==> src/rtl/apb_regfile_slave.sv <==
// APB4 completer: bank of byte-strobed RW registers plus hardware-driven RO slots,
// with fixed wait states and slverr on range, alignment, RO-write and protection faults.
module apb_regfile_slave #(
  parameter int unsigned       DATA_W      = 32,
  parameter int unsigned       ADDR_W      = 32,
  parameter int unsigned       NUM_REGS    = 16,
  parameter int unsigned       NUM_RO      = 4,
  parameter int unsigned       WAIT_CYCLES = 0,
  parameter int unsigned       PROT_CHECK  = 0,
  parameter logic [DATA_W-1:0] RESET_VAL   = '0
) (
  input  logic                                          clk,
  input  logic                                          nrst,
  input  logic [ADDR_W-1:0]                             paddr,
  input  logic [2:0]                                    prot,
  input  logic                                          psel,
  input  logic                                          penable,
  input  logic                                          pwrite,
  input  logic [DATA_W-1:0]                             pwdata,
  input  logic [DATA_W/8-1:0]                           pstrb,
  output logic                                          pready,
  output logic [DATA_W-1:0]                             prdata,
  output logic                                          slverr,
  input  logic [((NUM_RO > 0) ? NUM_RO : 1)*DATA_W-1:0] ro_data,
  output logic [(NUM_REGS-NUM_RO)*DATA_W-1:0]           reg_out
);

  localparam int unsigned STRB_W = DATA_W / 8;
  localparam int unsigned OFF_W  = $clog2(STRB_W);
  localparam int unsigned IDX_W  = $clog2(NUM_REGS);
  localparam int unsigned UP_W   = ADDR_W - OFF_W;
  localparam int unsigned NUM_RW = NUM_REGS - NUM_RO;
  localparam int unsigned CNT_W  = 4;

  typedef enum logic [1:0] {IDLE, SETUP, ACCESS} state_e;

  state_e             state_q, state_d, phase_c;
  logic [CNT_W-1:0]   cnt_q, cnt_d;
  logic               err_q, err_d;
  logic               wr_q, wr_d;
  logic [IDX_W-1:0]   idx_q, idx_d;
  logic               pready_q, pready_d;
  logic               slverr_q, slverr_d;
  logic [DATA_W-1:0]  prdata_q, prdata_d;
  logic [DATA_W-1:0]  regs_q [NUM_RW];

  logic [UP_W-1:0]    upper_c;
  logic [IDX_W-1:0]   idx_dec_c;
  logic [IDX_W-1:0]   ro_slot_c;
  logic               dec_err_c;
  logic               commit_c;
  logic [DATA_W-1:0]  rd_val_c;
  logic               unused_prot_c;

  assign unused_prot_c = ^{prot[2], prot[0]};

  // Address decode for the transfer currently in its setup phase
  assign upper_c   = paddr[ADDR_W-1:OFF_W];
  assign idx_dec_c = paddr[OFF_W +: IDX_W];
  assign dec_err_c = (upper_c >= UP_W'(NUM_REGS))
                   || (|paddr[OFF_W-1:0])
                   || (pwrite && ({1'b0, idx_dec_c} >= (IDX_W+1)'(NUM_RW)))
                   || ((PROT_CHECK != 0) && prot[1]);

  // The setup phase is the idle cycle in which the requester presents psel without penable
  always_comb begin
    phase_c = state_q;
    if (state_q == IDLE && psel && !penable) phase_c = SETUP;
  end

  assign ro_slot_c = idx_d - IDX_W'(NUM_RW);

  always_comb begin
    rd_val_c = '0;
    if ({1'b0, idx_d} < (IDX_W+1)'(NUM_RW)) begin
      rd_val_c = regs_q[idx_d];
    end else if ({1'b0, idx_d} < (IDX_W+1)'(NUM_REGS)) begin
      rd_val_c = ro_data[32'(ro_slot_c)*DATA_W +: DATA_W];
    end
  end

  always_comb begin
    state_d  = state_q;
    cnt_d    = cnt_q;
    err_d    = err_q;
    wr_d     = wr_q;
    idx_d    = idx_q;
    unique case (phase_c)
      SETUP: begin
        state_d = ACCESS;
        cnt_d   = '0;
        err_d   = dec_err_c;
        wr_d    = pwrite;
        idx_d   = idx_dec_c;
      end
      ACCESS: begin
        if (!psel) begin
          state_d = IDLE;
          cnt_d   = '0;
        end else if (cnt_q < CNT_W'(WAIT_CYCLES)) begin
          cnt_d = cnt_q + 1'b1;
        end else begin
          state_d = IDLE;
          cnt_d   = '0;
        end
      end
      default: state_d = IDLE;
    endcase

    // Completion flags are registered so they land in the final ACCESS cycle
    pready_d = (state_d == ACCESS) && (cnt_d == CNT_W'(WAIT_CYCLES));
    slverr_d = pready_d && err_d;
    prdata_d = prdata_q;
    if (pready_d && !wr_d) prdata_d = rd_val_c;
    if (slverr_d) prdata_d = '0;
  end

  always_ff @(posedge clk or negedge nrst) begin
    if (!nrst) begin
      state_q  <= IDLE;
      cnt_q    <= '0;
      err_q    <= 1'b0;
      wr_q     <= 1'b0;
      idx_q    <= '0;
      pready_q <= 1'b0;
      slverr_q <= 1'b0;
      prdata_q <= '0;
    end else begin
      state_q  <= state_d;
      cnt_q    <= cnt_d;
      err_q    <= err_d;
      wr_q     <= wr_d;
      idx_q    <= idx_d;
      pready_q <= pready_d;
      slverr_q <= slverr_d;
      prdata_q <= prdata_d;
    end
  end

  assign commit_c = psel && penable && pready_q && pwrite && !err_q;

  always_ff @(posedge clk or negedge nrst) begin
    if (!nrst) begin
      for (int i = 0; i < NUM_RW; i++) regs_q[i] <= RESET_VAL;
    end else if (commit_c) begin
      for (int i = 0; i < NUM_RW; i++) begin
        if (idx_q == IDX_W'(i)) begin
          for (int b = 0; b < STRB_W; b++) begin
            if (pstrb[b]) regs_q[i][8*b +: 8] <= pwdata[8*b +: 8];
          end
        end
      end
    end
  end

  for (genvar g = 0; g < NUM_RW; g++) begin : g_reg_out
    assign reg_out[g*DATA_W +: DATA_W] = regs_q[g];
  end

  assign pready = pready_q;
  assign slverr = slverr_q;
  assign prdata = prdata_q;

endmodule

==> config.mk <==
export PLATFORM = sky130hd
export DESIGN_NAME = apb_regfile_slave
export DESIGN_NICKNAME = d
export VERILOG_FILES = /design/src/rtl/apb_regfile_slave.sv
export SDC_FILE = /design/constraint.sdc
export NUM_CORES = 1
export LEC_CHECK = 0
export ABC_AREA = 1
export CAP_MARGIN = 20
export CELL_PAD_IN_SITES_DETAIL_PLACEMENT = 1
export CELL_PAD_IN_SITES_GLOBAL_PLACEMENT = 1
export CORE_ASPECT_RATIO = 1.25
export CORE_MARGIN = 2
export CORE_UTILIZATION = 34
export CTS_CLUSTER_DIAMETER = 50
export DETAILED_ROUTE_END_ITERATION = 6
export PLACE_DENSITY_LB_ADDON = 0.25
export SYNTH_ARGS = -nofsm -noshare
export SYNTH_HDL_FRONTEND = slang
export SYNTH_SLANG_ARGS = --single-unit
==> constraint.sdc <==
create_clock -name clk -period 3.35 [get_ports clk]
set_input_delay 0.5025 -clock clk [delete_from_list [all_inputs] [get_ports clk]]
set_output_delay 0.5025 -clock clk [all_outputs]
set_load 0.01 [all_outputs]
# Word level (Yosys, flattened, before mapping)

Cells that the tools add are included.

Register bits: 430
Input port bits: 204
Output and inout port bits: 418
Logic and storage cells: 163

Add/subtract/negate cells: 2
Magnitude comparators: 5
Eq/ne operators: 14
Shift-type cells: 1
Mux-type cells: 16
Bitwise gates (word level): 1
Reductions and logical operators: 68

Operators with widths:

| operator                                                           | number |
|---|---|
| 2-to-1 mux 32 bit                                                  | 5 |
| AND reduction 3 bit                                                | 48 |
| binary-select mux 32 bit (select 4 bit)                            | 1 |
| variable part select 128 x 10 -> 32 bit                            | 1 |
| greater-or-equal comparator 30 x 5 -> 1 bit, second input constant | 1 |
| equality test 4 x 3 -> 1 bit, second input constant                | 4 |
| equality test 4 bit, second input constant                         | 4 |
| 2-to-1 mux 4 bit                                                   | 3 |
| logical AND 1 bit                                                  | 10 |
| equality test 4 x 2 -> 1 bit, second input constant                | 2 |
| logical NOT 4 bit                                                  | 2 |
| case mux 4 bit (2 select lines)                                    | 1 |
| 2-to-1 mux 2 bit                                                   | 3 |
| greater-or-equal comparator 5 bit, second input constant           | 1 |
| NOT 4 -> 5 bit                                                     | 1 |
| adder 4 x 1 -> 4 bit, second input constant                        | 1 |
| equality test 2 bit, second input constant                         | 2 |
| equality test 4 x 1 -> 1 bit, second input constant                | 1 |
| greater-or-equal comparator 4 bit, second input constant           | 1 |
| less-than comparator 4 x 1 -> 1 bit, second input constant         | 1 |
| less-than comparator 4 bit, second input constant                  | 1 |
| case mux 2 bit (2 select lines)                                    | 1 |
| subtractor 4 bit, second input constant                            | 1 |
| logical NOT 1 bit                                                  | 3 |
| 6 further kinds                                                    | 8 |

# Longest topological paths before layout

Gate-level depths: netlist of run 1.

Word-level depth: 13
Mapped depth: 16

# Worst setup path after synthesis of run 1

OpenSTA, ideal clock, no wires.

Path type: input-to-reg
Start point: input penable
End point: register prdata_q[19], in the netlist prdata[19]
Arrival time: 2397 ps
Data required time: 3233 ps
Setup slack: 836 ps
Stages: 16
Path buffers: 4
Path through: inv_1 nand3_2 nand2_1 o21a_1 clkbuf_1 clkbuf_1 inv_1 ha_1 clkbuf_1 inv_1 buf_1 nand2_1 inv_1 nand2_1 nand2_1 nand2_1

Longest elaborated chain between the ends: 12
Elaborated cells on any way between the ends: 27
Those cells by class: 1 x add/sub; 1 x order compare; 3 x eq/ne; 1 x shift; 12 x mux; 1 x bitwise; 8 x reduce/logical

Ends and longest elaborated chain:

| element                                                  | RTL line | RTL |
|---|---|---|
| from (decl)                                              | 17       | `input logic penable,` |
| logical NOT 1 bit (*)                                    | 68       | `if (state_q == IDLE && psel && !penable) phase_c = SETUP;` |
| logical AND 1 bit (*)                                    | 68       |  |
| 2-to-1 mux 2 bit (*)                                     | 68       |  |
| equality test 2 x 1 -> 1 bit (*)                         | 88       | `unique case (phase_c)` |
| 2-to-1 mux 4 bit (*)                                     | 88       |  |
| via idx_d[3]                                             | 41       | `logic [IDX_W-1:0] idx_q, idx_d;` |
| branches (longest 4 deep; another with subtractor 4 bit) | n/a      |  |
| 2-to-1 mux 32 bit (*)                                    | 75       | `if ({1'b0, idx_d} < (IDX_W+1)'(NUM_RW)) begin` |
| 2-to-1 mux 32 bit (*)                                    | 114      | `if (pready_d && !wr_d) prdata_d = rd_val_c;` |
| 2-to-1 mux 32 bit (*)                                    | 115      | `if (slverr_d) prdata_d = '0;` |
| to (signal assigned)                                     | 136      | `prdata_q <= prdata_d;` |
| to (decl)                                                | 44       | `logic [DATA_W-1:0] prdata_q, prdata_d;` |

Mark *: on every way through the listed nets, which the timed path passes. The select of a mux whose other input is x is not followed.
A chain may end at the register's enable or synchronous reset.

# Final worst setup path of run 1

Start point: input psel
End point: register regs_q (netlist bit reg_out[305])

Longest elaborated chain between the ends: 5

Ends and longest elaborated chain:

| element                              | RTL line | RTL |
|---|---|---|
| from (decl)                          | 16       | `input logic psel,` |
| logical AND 1 bit (4 in series)      | 140      | `assign commit_c = psel && penable && pready_q && pwrite && !err_q;` |
| AND reduction 3 bit (no source line) | n/a      |  |
| to (signal, indexed assignment)      | 149      | `if (pstrb[b]) regs_q[i][8*b +: 8] <= pwdata[8*b +: 8];` |
| to (decl)                            | 45       | `logic [DATA_W-1:0] regs_q [NUM_RW];` |

No other way between the ends.

==> run_results.csv, run 1 <==
group,metric,value,unit
run_status,status,"finished clean",
finish,nNetsFinal,3844,
route,vias,23600,
die,io_pins,622,
setup_path,cp.required,3.84,ns
sta,finClkSkew,0.0189,ns
cts,htreeDepth,2,
logic_synthesis,synth_area_leaders,"dfrtp_1 48%, nand2_1 18%, nand3_1 11%",
sta,setup_viol,0,
cts,clk_path_buf_depth,3,
pwr,power.density,448,mW/mm^2
finish,area_growth,40.5,%
logic_synthesis,ys_ff_latch,424,
setup_path,r2r_start,"pready",
setup_path,crit_path_end,"reg_out[305]",
global_routing,antenna_found_initial,8,
pwr,power.switching,0.00429,W
logic_synthesis,synth.distinct_cells,27,
die,rows,104,
finish,final_common_cell,"nand2_1",
setup_path,crit_arrival,3.12,ns
sta,period_minus_slack,2.64,ns
sta,post-route-period-util,78.7,%
sta,timing.final.max_slew_violations,0,
setup_path,cp-end-kind,"flip-flop",
sta,tns,0,ns
setup_path,setup.worst_path.start_class,"input port",
route,wirelength,106,mm
route,drt_iter0_markers,1548,
finish,drive_above_1_share,5.22,%
die,dieArea,0.0674,mm^2
cts,post_cts_resized,0,
sta,rsz0062_at_grt,"false",
global_routing,grtUsageMet2,52.4,%
route,vias_per_cell,5.20,
die,fp.coreArea,0.0645,mm^2
pwr,power.total,0.0140,W
die,fp.dieW,233,um
logic_synthesis,yosys.area.top_type,"dfrtp_1",
global_routing,grtUsageMet3,5.99,%
logic_synthesis,syn-cell-area,0.0222,mm^2
place,portBuffers,618,
logic_synthesis,avgSynthCellArea,7.15,um^2
hold_path,min_path_type,"reg -> reg",
pwr,ir_worst_vdd,370,uV
setup_path,r2r_end,"reg_out[305]",
setup_path,critPathMaxStageDelay,0.59,ns
setup_path,crit_cells,6,
logic_synthesis,synth_mux_area_share,0,%
logic_synthesis,synth_adder_area_share,0.0563,%
job,maxCapViolCount,0,
global_routing,grt_most_used_layer,"met2",
die,initial_core_util,34.4,%
logic_synthesis,synth_top_area_share,47.7,%
die,die_h,290,um
cts,clkSinkCount,424,
cts,post_cts_buffers,0,
setup_path,path_buf_inv,1,
global_routing,track_usage,30.9,%
finish,final_cell_mix,"1041 x nand2_1, 617 x clkdlybuf4s50_1, 482 x nand3_1, 434 x inv_1, 424 x dfrtp_1",
setup_path,path_max_fanout,16,
pwr,p_comb_share,19.9,%
setup_path,crit_chain,"clkdlybuf4s50_1 -> nand4_1 -> or2_1 -> nor2_2 -> nand2_1 -> o21ai_0",
sta,relSlewSlack,40.1,%
route,wire_per_inst,23.5,um
route,drtPass1Iterations,5,
pwr,p_int,0.00969,W
setup_path,cp_top_family,"simple AND/OR/NAND/NOR gates",
setup_path,reg2regPathDepth,5,
global_routing,grt_pass1_vias,24100,
place,place_hpwl,76.5,mm
place,place_congestion,0.873,
global_routing,grt-ovfl-total,0,
pwr,switching_share,30.7,%
pwr,cellLeakagePower,14.2,nW
cts,clockRootBuffer,"clkbuf_16",
cts,cts_tree,"yes",
logic_synthesis,synth_compound_area_share,9.53,%
sta,timing.fmax,379,MHz
setup_path,critPathKind,"in -> reg",
pwr,power_frac_seq,37.0,%
logic_synthesis,synth-xor-area-share,0,%
logic_synthesis,synthSimpleGateAreaFrac,31.0,%
logic_synthesis,synth_top_family_by_area,"simple AND/OR/NAND/NOR gates",
logic_synthesis,ys_warn_count,0,
logic_synthesis,synthesis.instances,3108,
sta,hold_violations,0,
cts,insertion_delay,0.60,ns
setup_path,r2r_setup_slack,0.83,ns
global_routing,use_met1,37.8,%
finish,nFillCells,7988,
global_routing,grt_start_max_net_pins,97,
route,drc,0,
global_routing,grt_pass1_wl,156,mm
logic_synthesis,yosysSeqAreaShare,47.7,%
setup_path,slowest_stage,"nand2_1",
setup_path,crit_start,"psel",
cts,clkTransAtPathRegs,0.06,ns
logic_synthesis,syn_nets,3313,
cts,cts_buffers,49,
sta,tightest_slew,0.895,ns
pwr,power.share.clock,43.1,%
route,antenna_left,0,
-- worst min-delay path by stage --
stage          start     to  depth (start not counted)
2_1_floorplan   nrst  err_q                          0
3_3_place_gp   err_q  err_q                          1
3_5_place_dp   err_q  err_q                          1
4_1_cts        err_q  err_q                          1
5_1_grt        err_q  err_q                          1
6_report       err_q  err_q                          1
-- final cells by class --
type / count / area (um^2) / area share, %
antenna: 5 / 12.5 / 0.0401
clock buffer: 60 / 1350 / 4.32
clock inverter: 28 / 425 / 1.36
inverter: 436 / 1640 / 5.24
multi-input combinational: 2038 / 9080 / 29.1
sequential: 424 / 10600 / 34.0
tap: 848 / 1060 / 3.40
timing repair buffer: 690 / 7040 / 22.6
-- state kept, by name, indices dropped and copies added, names as in the netlist --
| register | flops |
|---|---|
| err_q | 1 |
| state_q | 1 |
| reg_out | 384 |
| prdata | 32 |
| slverr | 1 |
| pready | 1 |
| idx_q | 4 |
-- synthesized netlist by cell type --
master    number
buf_6          1
inv_1        435
nor4_1         2
buf_4         18
dfrtp_1      424
o21ai_1       31
a21oi_1       32
nor2_2         5
nand4_1        4
nor2_1        24
nand2_1     1043
o21ai_0      354
inv_2          1
nand3_2        1
clkbuf_1     118
buf_1          7
o21ai_4        1
nand3_1      482
nand2_2       20
and2_0         1
nand3b_1      32
o21a_1         2
or2_1          1
ha_1           1
nor2_4         1
buf_2         66
nor4_2         1
-- timing repair --
| action | 4_1_cts | 5_1_grt |
|---|---|---|
| hold buffers | 1 | 0 |
| endpoints found under the setup margin | 0 | 0 |
| hold endpoints to repair | 67 | 0 |
-- kinds of logic after synthesis --
family	count (synthesis)
AND/OR/NAND/NOR	1617
buffers and inverters	646
flip-flops	424
AO/OA/AOI/OAI	420
adder cells (fa/ha/maj)	1
-- power by group through the flow --
stage	Clock [W]	Combinational [W]	Sequential [W]
2_1_floorplan	0	0.00143	0.00527
3_3_place_gp	0	0.00273	0.00527
3_5_place_dp	0	0.00276	0.00527
4_1_cts	0.00611	0.00279	0.00517
5_1_grt	0.00629	0.00304	0.00517
6_report	0.00602	0.00278	0.00517
-- through the flow --
| step | std cells | area, um^2 | util, % | hold slack, ns | setup slack (ns) |
|---|---|---|---|---|---|
| 3_3_place_gp | 4434 | 29400 | 45.6 | 0.473 | 0.261 |
| 2_1_floorplan | 3108 | 22200 | - | 0.207 | 0.836 |
| 6_report | 4529 | 31200 | 48.4 | 0.495 | 0.713 |
| 4_1_cts | 4523 | 31200 | 48.3 | 0.489 | 0.729 |
| 5_1_grt | 4529 | 31200 | 48.4 | 0.505 | 0.519 |
| 3_5_place_dp | 4434 | 29400 | 45.6 | 0.477 | 0.136 |
-- layer usage --
| layer | up-vias | share of wire, % |
|---|---|---|
| met5 | - | 0.023 |
| met4 | 4 | 4.8 |
| met3 | 204 | 6.7 |
| met2 | 827 | 48 |
| met1 | 11700 | 40 |
| li1 | 10800 | - |
Power figures use the tool's default switching activity.
==> inputs of run 2 (changes only) <==
==> constraint.sdc (replaced) <==
create_clock -name clk -period 2.6 [get_ports clk]
set_input_delay 0.39 -clock clk [delete_from_list [all_inputs] [get_ports clk]]
set_output_delay 0.39 -clock clk [all_outputs]
set_load 0.01 [all_outputs]
==> run 2 against run 1 <==
Net effect: hold slack lost 0.20 ns; total power up 30%; register-to-register slack got worse by 0.54 ns; core utilization rose by 1.6 points; final cell count grew 2.5%; wire length grew 2.4%; critical path type is now reg -> reg.
==> run_results.csv, run 2 (synthesis results as in run 1) <==
group,metric,value,unit
run_status,status,"finished clean",
route,wirelength,109,mm
setup_path,crit_chain,"inv_1 -> nand3_2 -> buf_4 -> inv_1 -> nand2_1 -> nand2_4 -> buf_12 -> nand3_1 -> nand3_1 -> nand3_1 -> nand2_1 -> nand2_1 -> nand2_1",
place,portBuffers,618,
global_routing,grt_pass1_wl,162,mm
sta,timing.fmax,432,MHz
die,fp.coreArea,0.0645,mm^2
cts,clkTransAtPathRegs,0.06,ns
place,place_congestion,0.877,
finish,final_cell_mix,"1041 x nand2_1, 617 x clkdlybuf4s50_1, 482 x nand3_1, 434 x inv_1, 424 x dfrtp_1",
sta,finClkSkew,0.0244,ns
global_routing,grt_pass1_vias,24800,
route,vias_per_cell,5.17,
sta,period_minus_slack,2.31,ns
sta,rsz0062_at_grt,"false",
die,die_h,290,um
cts,clockRootBuffer,"clkbuf_16",
setup_path,r2r_start,"state_q[1]",
sta,hold_violations,0,
finish,stdcell_area,0.0322,mm^2
pwr,cellLeakagePower,14.8,nW
setup_path,path_max_fanout,44,
cts,clk_path_buf_depth,3,
finish,nNetsFinal,3952,
route,vias,24000,
setup_path,critPathKind,"reg -> reg",
sta,relSlewSlack,46.0,%
die,fp.dieW,233,um
pwr,power.density,563,mW/mm^2
pwr,ir_worst_vdd,457,uV
setup_path,setup.worst_path.start_class,"flip-flop",
die,rows,104,
route,antenna_left,0,
die,io_pins,622,
finish,area_growth,45.1,%
setup_path,cp_top_family,"simple AND/OR/NAND/NOR gates",
cts,cts_buffers,51,
setup_path,cp-end-kind,"flip-flop",
setup_path,critPathMaxStageDelay,0.36,ns
global_routing,antenna_found_initial,7,
cts,post_cts_buffers,0,
route,wire_per_inst,23.5,um
setup_path,cp.required,3.14,ns
setup_path,path_buf_inv,4,
route,drt_iter0_markers,1619,
setup_path,crit_path_frequent_cell,"nand2_1",
place,place_hpwl,81.5,mm
setup_path,slowest_stage,"dfrtp_1",
setup_path,crit_arrival,2.85,ns
place,postPlaceCellArea,0.0304,mm^2
setup_path,r2r_setup_slack,0.29,ns
job,maxCapViolCount,0,
cts,htreeDepth,2,
global_routing,grt-ovfl-total,0,
sta,post-route-period-util,88.9,%
setup_path,reg2regPathDepth,13,
cts,insertion_delay,0.60,ns
finish,largest_register_ffs,384,
sta,tightest_slew,0.807,ns
setup_path,r2r_end,"prdata[5]",
route,drtPass1Iterations,7,
sta,timing.final.max_slew_violations,0,
global_routing,track_usage,31.9,%
finish,final_common_cell,"nand2_1",
sta,setup_viol,0,
cts,clkSinkCount,424,
global_routing,grt_start_max_net_pins,82,
die,initial_core_util,34.4,%
route,drc,0,
cts,cts_tree,"yes",
die,dieArea,0.0674,mm^2
finish,nFillCells,7993,
finish,drive_above_1_share,7.81,%
finish,postLayoutCoreUtil,50.0,%
hold_path,min_path_type,"in -> async",
==> run 2: cell count changes in the layout (fill, tap and decap cells not counted), sizes merged <==
cell / before / now
clkinvlp: 1 / 2
clkbuf: 60 / 76
clkinv: 11 / 5
bufinv: 10 / 5
buf: 72 / 178
==> run 2: metal layers <==
layer  up-vias  track usage, %  part of all wire [%]
met3       251            5.59                   6.7
li1      11000               -                     -
met5         -               0                 0.012
met1     11800            39.8                    40
met2       895            53.1                    47
met4         2            15.9                   5.4
==> run 2: area by class of cell <==
cell class,instances,area [um^2],share of cell area [%]
antenna,5,12.5,0.0388
clock buffer,76,1530,4.75
clock inverter,18,245,0.761
inverter,436,1640,5.08
multi-input combinational,2038,9080,28.2
sequential,424,10600,32.9
tap,848,1060,3.29
timing repair buffer,796,8070,25.0
==> run 2: power breakdown <==
| group | internal, W | switching, W | leakage [nW] |
|---|---|---|---|
| clock | 0.00459 | 0.00305 | 0.872 |
| combinational | 0.00144 | 0.00241 | 8.04 |
| sequential | 0.00663 | 0.0000370 | 5.91 |
| total | 0.0127 | 0.00549 | 14.8 |
==> run 2: what timing repair did <==
action                                 in CTS  in global routing
hold buffers                                1                  0
endpoints found under the hold margin      30                  0
gates resized for setup                     0                  0
==> run 2: how the worst max path moves through the flow <==
| stage | startpoint | cells after the start | end |
|---|---|---|---|
| after floorplan | penable | 16 | prdata[19] |
| after global placement | psel | 13 | prdata[29] |
| after detailed placement | penable | 14 | prdata[5] |
| after CTS | state_q[1] | 13 | prdata[5] |
| after global routing | state_q[1] | 13 | prdata[4] |
| final | state_q[1] | 13 | prdata[5] |
==> run 2: metrics by stage <==
step	instances	power [W]	setup TNS, ns	setup WS (ns)	hold slack, ns
after floorplan	3108	0.00862	0	0.198	0.0944
after global placement	4541	0.0106	-2.10	-0.159	0.322
after detailed placement	4541	0.0106	-3.75	-0.220	0.322
after CTS	4636	0.0183	0	0.275	0.290
after global routing	4641	0.0189	0	0.135	0.320
final	4641	0.0182	0	0.288	0.299
